===== config.mk =====
export PLATFORM = sky130hd
export DESIGN_NAME = wb_grf
export DESIGN_NICKNAME = d
export VERILOG_FILES = /design/src/rtl/wb_grf_pkg.sv /design/src/rtl/wb_grf_wb_data_sel.sv /design/src/rtl/wb_grf.sv
export SDC_FILE = /design/constraint.sdc
export NUM_CORES = 2
export LEC_CHECK = 0
export CAP_MARGIN = 15
export CORE_MARGIN = 2
export CORE_UTILIZATION = 55
export CTS_CLUSTER_DIAMETER = 120
export DETAILED_ROUTE_END_ITERATION = 7
export PLACE_DENSITY = 0.79
export SYNTH_ARGS = -nofsm -noshare
export SYNTH_HDL_FRONTEND = slang
export SYNTH_SLANG_ARGS = --single-unit

===== constraint.sdc =====
create_clock -name clk -period 3.8 [get_ports clk]
set_input_delay 1.14 -clock clk [delete_from_list [all_inputs] [get_ports clk]]
set_output_delay 1.14 -clock clk [all_outputs]
set_load 0.02 [all_outputs]

===== src/rtl/wb_grf_pkg.sv =====
`default_nettype none
// ============================================================================
// Module   : wb_grf_pkg
// Purpose  : Shared constants for the writeback stage / general register file.
//            Register-index aliases, array geometry and the default link offset.
// Ports    : none (package)
// Revision : 1.0 - initial release
// ============================================================================
package wb_grf_pkg;

    localparam int          DATA_W    = 32;
    localparam int          GPR_COUNT = 32;

    localparam logic [4:0]  REG_ZERO  = 5'd0;
    localparam logic [4:0]  REG_RA    = 5'd31;

    // Link value is PC+8: PCplus4W already carries +4, the delay slot adds 4.
    localparam logic [DATA_W-1:0] LINK_OFFSET_DEFAULT = 32'd4;

endpackage : wb_grf_pkg
`default_nettype wire


===== src/rtl/wb_grf_wb_data_sel.sv =====
`default_nettype none
// ============================================================================
// Module   : wb_data_sel
// Purpose  : Combinational writeback-data mux. Link instructions take priority,
//            then memory loads, otherwise the ALU result.
// Ports    : jalW/jalrW/bgezalrW - link flags        (in,  1)
//            MemtoRegW           - memory select      (in,  1)
//            PCplus4W            - PC+4 of W instr    (in, 32)
//            dmRDW               - memory read word   (in, 32)
//            ALUresultW          - ALU result         (in, 32)
//            WDW                 - selected data      (out,32)
// Revision : 1.0 - initial release
// ============================================================================
module wb_data_sel
    import wb_grf_pkg::*;
#(
    parameter logic [DATA_W-1:0] LINK_OFFSET = LINK_OFFSET_DEFAULT
) (
    input  logic              jalW,
    input  logic              jalrW,
    input  logic              bgezalrW,
    input  logic              MemtoRegW,
    input  logic [DATA_W-1:0] PCplus4W,
    input  logic [DATA_W-1:0] dmRDW,
    input  logic [DATA_W-1:0] ALUresultW,
    output logic [DATA_W-1:0] WDW
);

    logic w_link;

    assign w_link = jalW | jalrW | bgezalrW;

    always_comb begin
        WDW = ALUresultW;
        if (w_link) begin
            // Modular add: wraps naturally at 2^32.
            WDW = PCplus4W + LINK_OFFSET;
        end else if (MemtoRegW) begin
            WDW = dmRDW;
        end
    end

endmodule : wb_data_sel
`default_nettype wire


===== src/rtl/wb_grf.sv =====
`default_nettype none
// ============================================================================
// Module   : wb_grf
// Purpose  : Writeback stage merged with the 32x32 general register file.
//            Selects writeback data, commits it on the rising edge, serves two
//            D-stage read ports with write-through bypass, and counts retired
//            nonzero-index writes.
// Ports    : clk, reset           - clock, sync active-high reset (in, 1)
//            RegWriteW            - W-stage write enable          (in, 1)
//            MemtoRegW            - memory data select            (in, 1)
//            dmRDW, ALUresultW    - data sources                  (in, 32)
//            WriteRegW            - destination index             (in, 5)
//            PCplus4W             - PC+4 of W instruction         (in, 32)
//            jalW/jalrW/bgezalrW  - link flags                    (in, 1)
//            A1D, A2D             - read addresses                (in, 5)
//            RD1D, RD2D           - bypassed read data            (out,32)
//            WDW                  - selected writeback data       (out,32)
//            wb_count             - committed write counter       (out,32)
// Revision : 1.0 - initial release
// ============================================================================
module wb_grf
    import wb_grf_pkg::*;
#(
    parameter logic [DATA_W-1:0] LINK_OFFSET = LINK_OFFSET_DEFAULT,
    parameter logic [DATA_W-1:0] RESET_COUNT = 32'd0
) (
    input  logic              clk,
    input  logic              reset,
    input  logic              RegWriteW,
    input  logic              MemtoRegW,
    input  logic [DATA_W-1:0] dmRDW,
    input  logic [DATA_W-1:0] ALUresultW,
    input  logic [4:0]        WriteRegW,
    input  logic [DATA_W-1:0] PCplus4W,
    input  logic              jalW,
    input  logic              jalrW,
    input  logic              bgezalrW,
    input  logic [4:0]        A1D,
    input  logic [4:0]        A2D,
    output logic [DATA_W-1:0] RD1D,
    output logic [DATA_W-1:0] RD2D,
    output logic [DATA_W-1:0] WDW,
    output logic [DATA_W-1:0] wb_count
);

    // $0 has no storage; the array starts at index 1.
    logic [DATA_W-1:0] r_gpr [1:GPR_COUNT-1];
    logic [DATA_W-1:0] r_count;
    logic              w_commit;

    wb_data_sel #(
        .LINK_OFFSET (LINK_OFFSET)
    ) u_wb_data_sel (
        .jalW       (jalW),
        .jalrW      (jalrW),
        .bgezalrW   (bgezalrW),
        .MemtoRegW  (MemtoRegW),
        .PCplus4W   (PCplus4W),
        .dmRDW      (dmRDW),
        .ALUresultW (ALUresultW),
        .WDW        (WDW)
    );

    assign w_commit = RegWriteW && (WriteRegW != REG_ZERO);

    // Reset takes priority; a write presented during reset is dropped.
    always_ff @(posedge clk) begin
        if (reset) begin
            for (int i = 1; i < GPR_COUNT; i++) begin
                r_gpr[i] <= '0;
            end
            r_count <= RESET_COUNT;
        end else if (w_commit) begin
            r_gpr[WriteRegW] <= WDW;
            r_count          <= r_count + 32'd1;
        end
    end

    assign wb_count = r_count;

    // Read ports: $0 is hard zero, then same-cycle bypass, then the array.
    always_comb begin
        RD1D = '0;
        if (A1D != REG_ZERO) begin
            if (w_commit && (A1D == WriteRegW)) begin
                RD1D = WDW;
            end else begin
                RD1D = r_gpr[A1D];
            end
        end
    end

    always_comb begin
        RD2D = '0;
        if (A2D != REG_ZERO) begin
            if (w_commit && (A2D == WriteRegW)) begin
                RD2D = WDW;
            end else begin
                RD2D = r_gpr[A2D];
            end
        end
    end

endmodule : wb_grf
`default_nettype wire


==> results.yml <==
worst_setup_path:
  cp.arrival_ns: 3.61
  worstSetupPathType: "in -> out"
  required_ns: 2.66
  worst_setup_path_end_kind: "output port"
  startpoint: "A2D[3]"
  crit_path_start_kind: "input port"
  cp_max_fo: 15
  r2r_start: "wb_count[0]"
synth:
  syn_area_per_cell_um2: 13.5
  ys.warnings.count: 0
  ys_types: 71
  synth-edff-count: 1024
  yosys_register_bits: 1056
  ys_seq_area_share_pct: 56.6
  synth_area_mm2: 0.0554
  syn_inst: 4113
  ys.flop_type: "edfxtp_1"
  synthArstFlopShare_pct: 0
die:
  core-area_mm2: 0.100
  start_util_pct: 55.4
  io_pins: 246
  fp-row-count: 116
  die_area_mm2: 0.103
  die_y_um: 321
  chipWidth_um: 321
clocking:
  clock_latency_ns: 0.73
  cts_buffers: 109
  cts_tree: "built"
  clkSlewWorstSetupHoldPaths_ns: 0.06
  cts_root_buf: "clkbuf_16"
  clock_sinks: 1056
  htree_levels: 3
  clockBufferDepth: 3
routing:
  dr.pass1.iters: 8
  wire_per_inst_um: 37.6
  via_count: 48494
  wirelength_um: 242000
  first_iter_violations: 10635
  via_per_inst: 7.53
  ant_nets: 0
  drcViolationCount: 2
layout:
  area_delta_synth_final_pct: 34.9
  finalInstanceArea_mm2: 0.0747
  final_common_cell: "nor2_1"
  fin_nets: 5163
  drive_gt1_share_pct: 42.9
  final_cell_mix: "nor2_1 (1078), edfxtp_1 (1024), buf_4 (669), mux4_2 (476), buf_6 (179)"
timing:
  grt_setup_unrepaired: "yes"
  fin_crit_sh_pct: 125
  setup_viol: 91
  max_slew_margin_pct: 45.0
  finalClockSkew_ns: 0.0170
  worst_pin_slew_ns: 0.822
  finalCriticalPeriod_ns: 4.75
  tns_ns: -42.71
  fmax_ghz: 0.210
  slew_viol_final: 0
  whs_ns: 0.522
  finalWorstSetupSlack_ns: -0.953
  hold_viol: 0
placed_design:
  gp_congestion: 1.00
  post-dp-hpwl_um: 144000
  io_buffers: 245
  place_area_mm2: 0.0661
power:
  switching_share_pct: 28.0
  p_leak_nw: 27.6
  switchingPower_mw: 8.79
  ir_worst_vdd_mv: 0.415
  p_clk_share_pct: 35.9
  power_frac_seq_pct: 44.1
  powerDensity_mw_per_mm2: 419
  power_mw: 31.3
  comb_power_share_pct: 20.0
  p_int_mw: 22.6
global_routing:
  grt_pass1_wl_um: 314000
  grtUsageTotal_pct: 42.8
  grt_antenna_before_repair: 7
  grt_max_degree: 38
  first_global_vias: 45869
  overflow: 0
job:
  maxCapViolations: 0
outcome:
  outcome: "finished with violations"
  violations: "design-rule violations, negative setup slack"
min_path:
  min-delay-start: "wb_count[5]"
  hold_path_class: "reg -> reg"
==> worst paths after layout <==
| path | to | slack [ns] | depth (start not counted) |
|---|---|---|---|
| hold reg to reg | wb_count[5] | 0.52 | 2 |
| hold / removal | wb_count[5] | 0.52 | 2 |
| setup / recovery | RD2D[21] | -0.95 | 9 |
| setup reg to reg | wb_count[24] | 1.57 | 6 |
==> synth_stat cells (all sizes together) (5+ instances only) <==
| master | instances | area [µm²] |
|---|---|---|
| clkbuf | 235 | 882 |
| xnor2 | 32 | 280 |
| a221oi | 14 | 123 |
| nand3 | 33 | 170 |
| and2 | 8 | 50.1 |
| o31ai | 10 | 130 |
| a2111oi | 11 | 96.3 |
| nor2b | 27 | 169 |
| a221o | 23 | 230 |
| o22ai | 21 | 131 |
| a211oi | 38 | 285 |
| a22o | 20 | 175 |
| or3 | 8 | 50.1 |
| or2 | 5 | 31.3 |
| mux2i | 118 | 1180 |
| nor3b | 5 | 37.5 |
| nor3 | 55 | 287 |
| nand2 | 150 | 563 |
| o21ai | 55 | 279 |
| mux2 | 18 | 203 |
| o221ai | 11 | 96.3 |
| a31oi | 14 | 87.6 |
| o211ai | 7 | 52.6 |
| and4 | 5 | 43.8 |
| nand2b | 39 | 244 |
| inv | 50 | 188 |
| dfxtp | 32 | 641 |
| nand4 | 24 | 171 |
| a22oi | 92 | 691 |
| nor2 | 1097 | 4120 |
| xor2 | 28 | 245 |
| buf | 169 | 980 |
| mux4 | 476 | 10700 |
| edfxtp | 1024 | 30700 |
| nor4 | 16 | 130 |
| and3 | 8 | 50.1 |
| a21oi | 86 | 430 |
==> worst max-delay path, stage by stage <==
cell and delay [ns]:
buf_2 0.10, buf_12 0.20, nor2b_2 0.56, buf_4 0.38, a22o_1 0.22, a221o_1 0.53, nand2_2 0.14, o221ai_4 0.15
buf_6 0.17
==> cell families after synthesis <==
logic type | after synthesis | synth area share (%)
AOI/OAI and AO/OA | 439 | 5.65
xor gates and xnor gates | 60 | 0.948
adders and majority gates | 2 | 0.0451
buffers and inverters | 455 | 3.71
DFF | 1056 | 56.6
muxes | 612 | 21.8
other | 1 | 0.00677
and+or+nand+nor | 1488 | 11.2
==> power by group through the flow <==
stage,Combinational (mW),Clock (mW),Sequential (mW)
global placement,5.04,0,13.9
floorplan,2.74,0,13.8
detailed placement,5.10,0,14.0
global route,6.29,11.5,13.8
CTS,5.51,11.0,13.7
finish,6.28,11.2,13.8
==> what timing repair did <==
item                                    4_1_cts  5_1_grt
pin swaps                                   109      153
resized for setup                           783      470
setup buffers                                62      118
endpoints found under the setup margin       96       95
hold buffers                                  0        0
cloned                                       17        8
==> final cells by class <==
cell class	count	area, µm²
Timing Repair Buffer	1192	12600
Multi-Input combinational cell	2633	25200
Antenna cell	4	10.0
Fill cell	5436	25300
Inverter	51	231
Clock buffer	129	2860
Tap cell	1298	1620
Sequential cell	1056	31400
Clock inverter	76	808
==> metrics by stage <==
stage,worst slack (ns),instances,utilization [%]
final,-0.953,6439,74.7
after global routing,-0.831,6435,74.7
after CTS,-0.572,6331,72.2
after detailed placement,-1.38,6055,66.1
after global placement,-1.36,6055,66.1
after floorplan,-0.117,4144,-
==> registers in the layout, indices dropped and copies added, names as in the netlist <==
register and cells:
wb_count 32, r_gpr 1024
==> layer usage <==
layer | part of all wire, % | track usage (%) | wire, µm
met1 | 29 | 51.8 | 69400
met2 | 42 | 62.7 | 102000
met3 | 17 | 14.4 | 42200
met4 | 12 | 34.4 | 28500
met5 | 0.053 | 0 | 128
(Power assumes the default switching activity.)
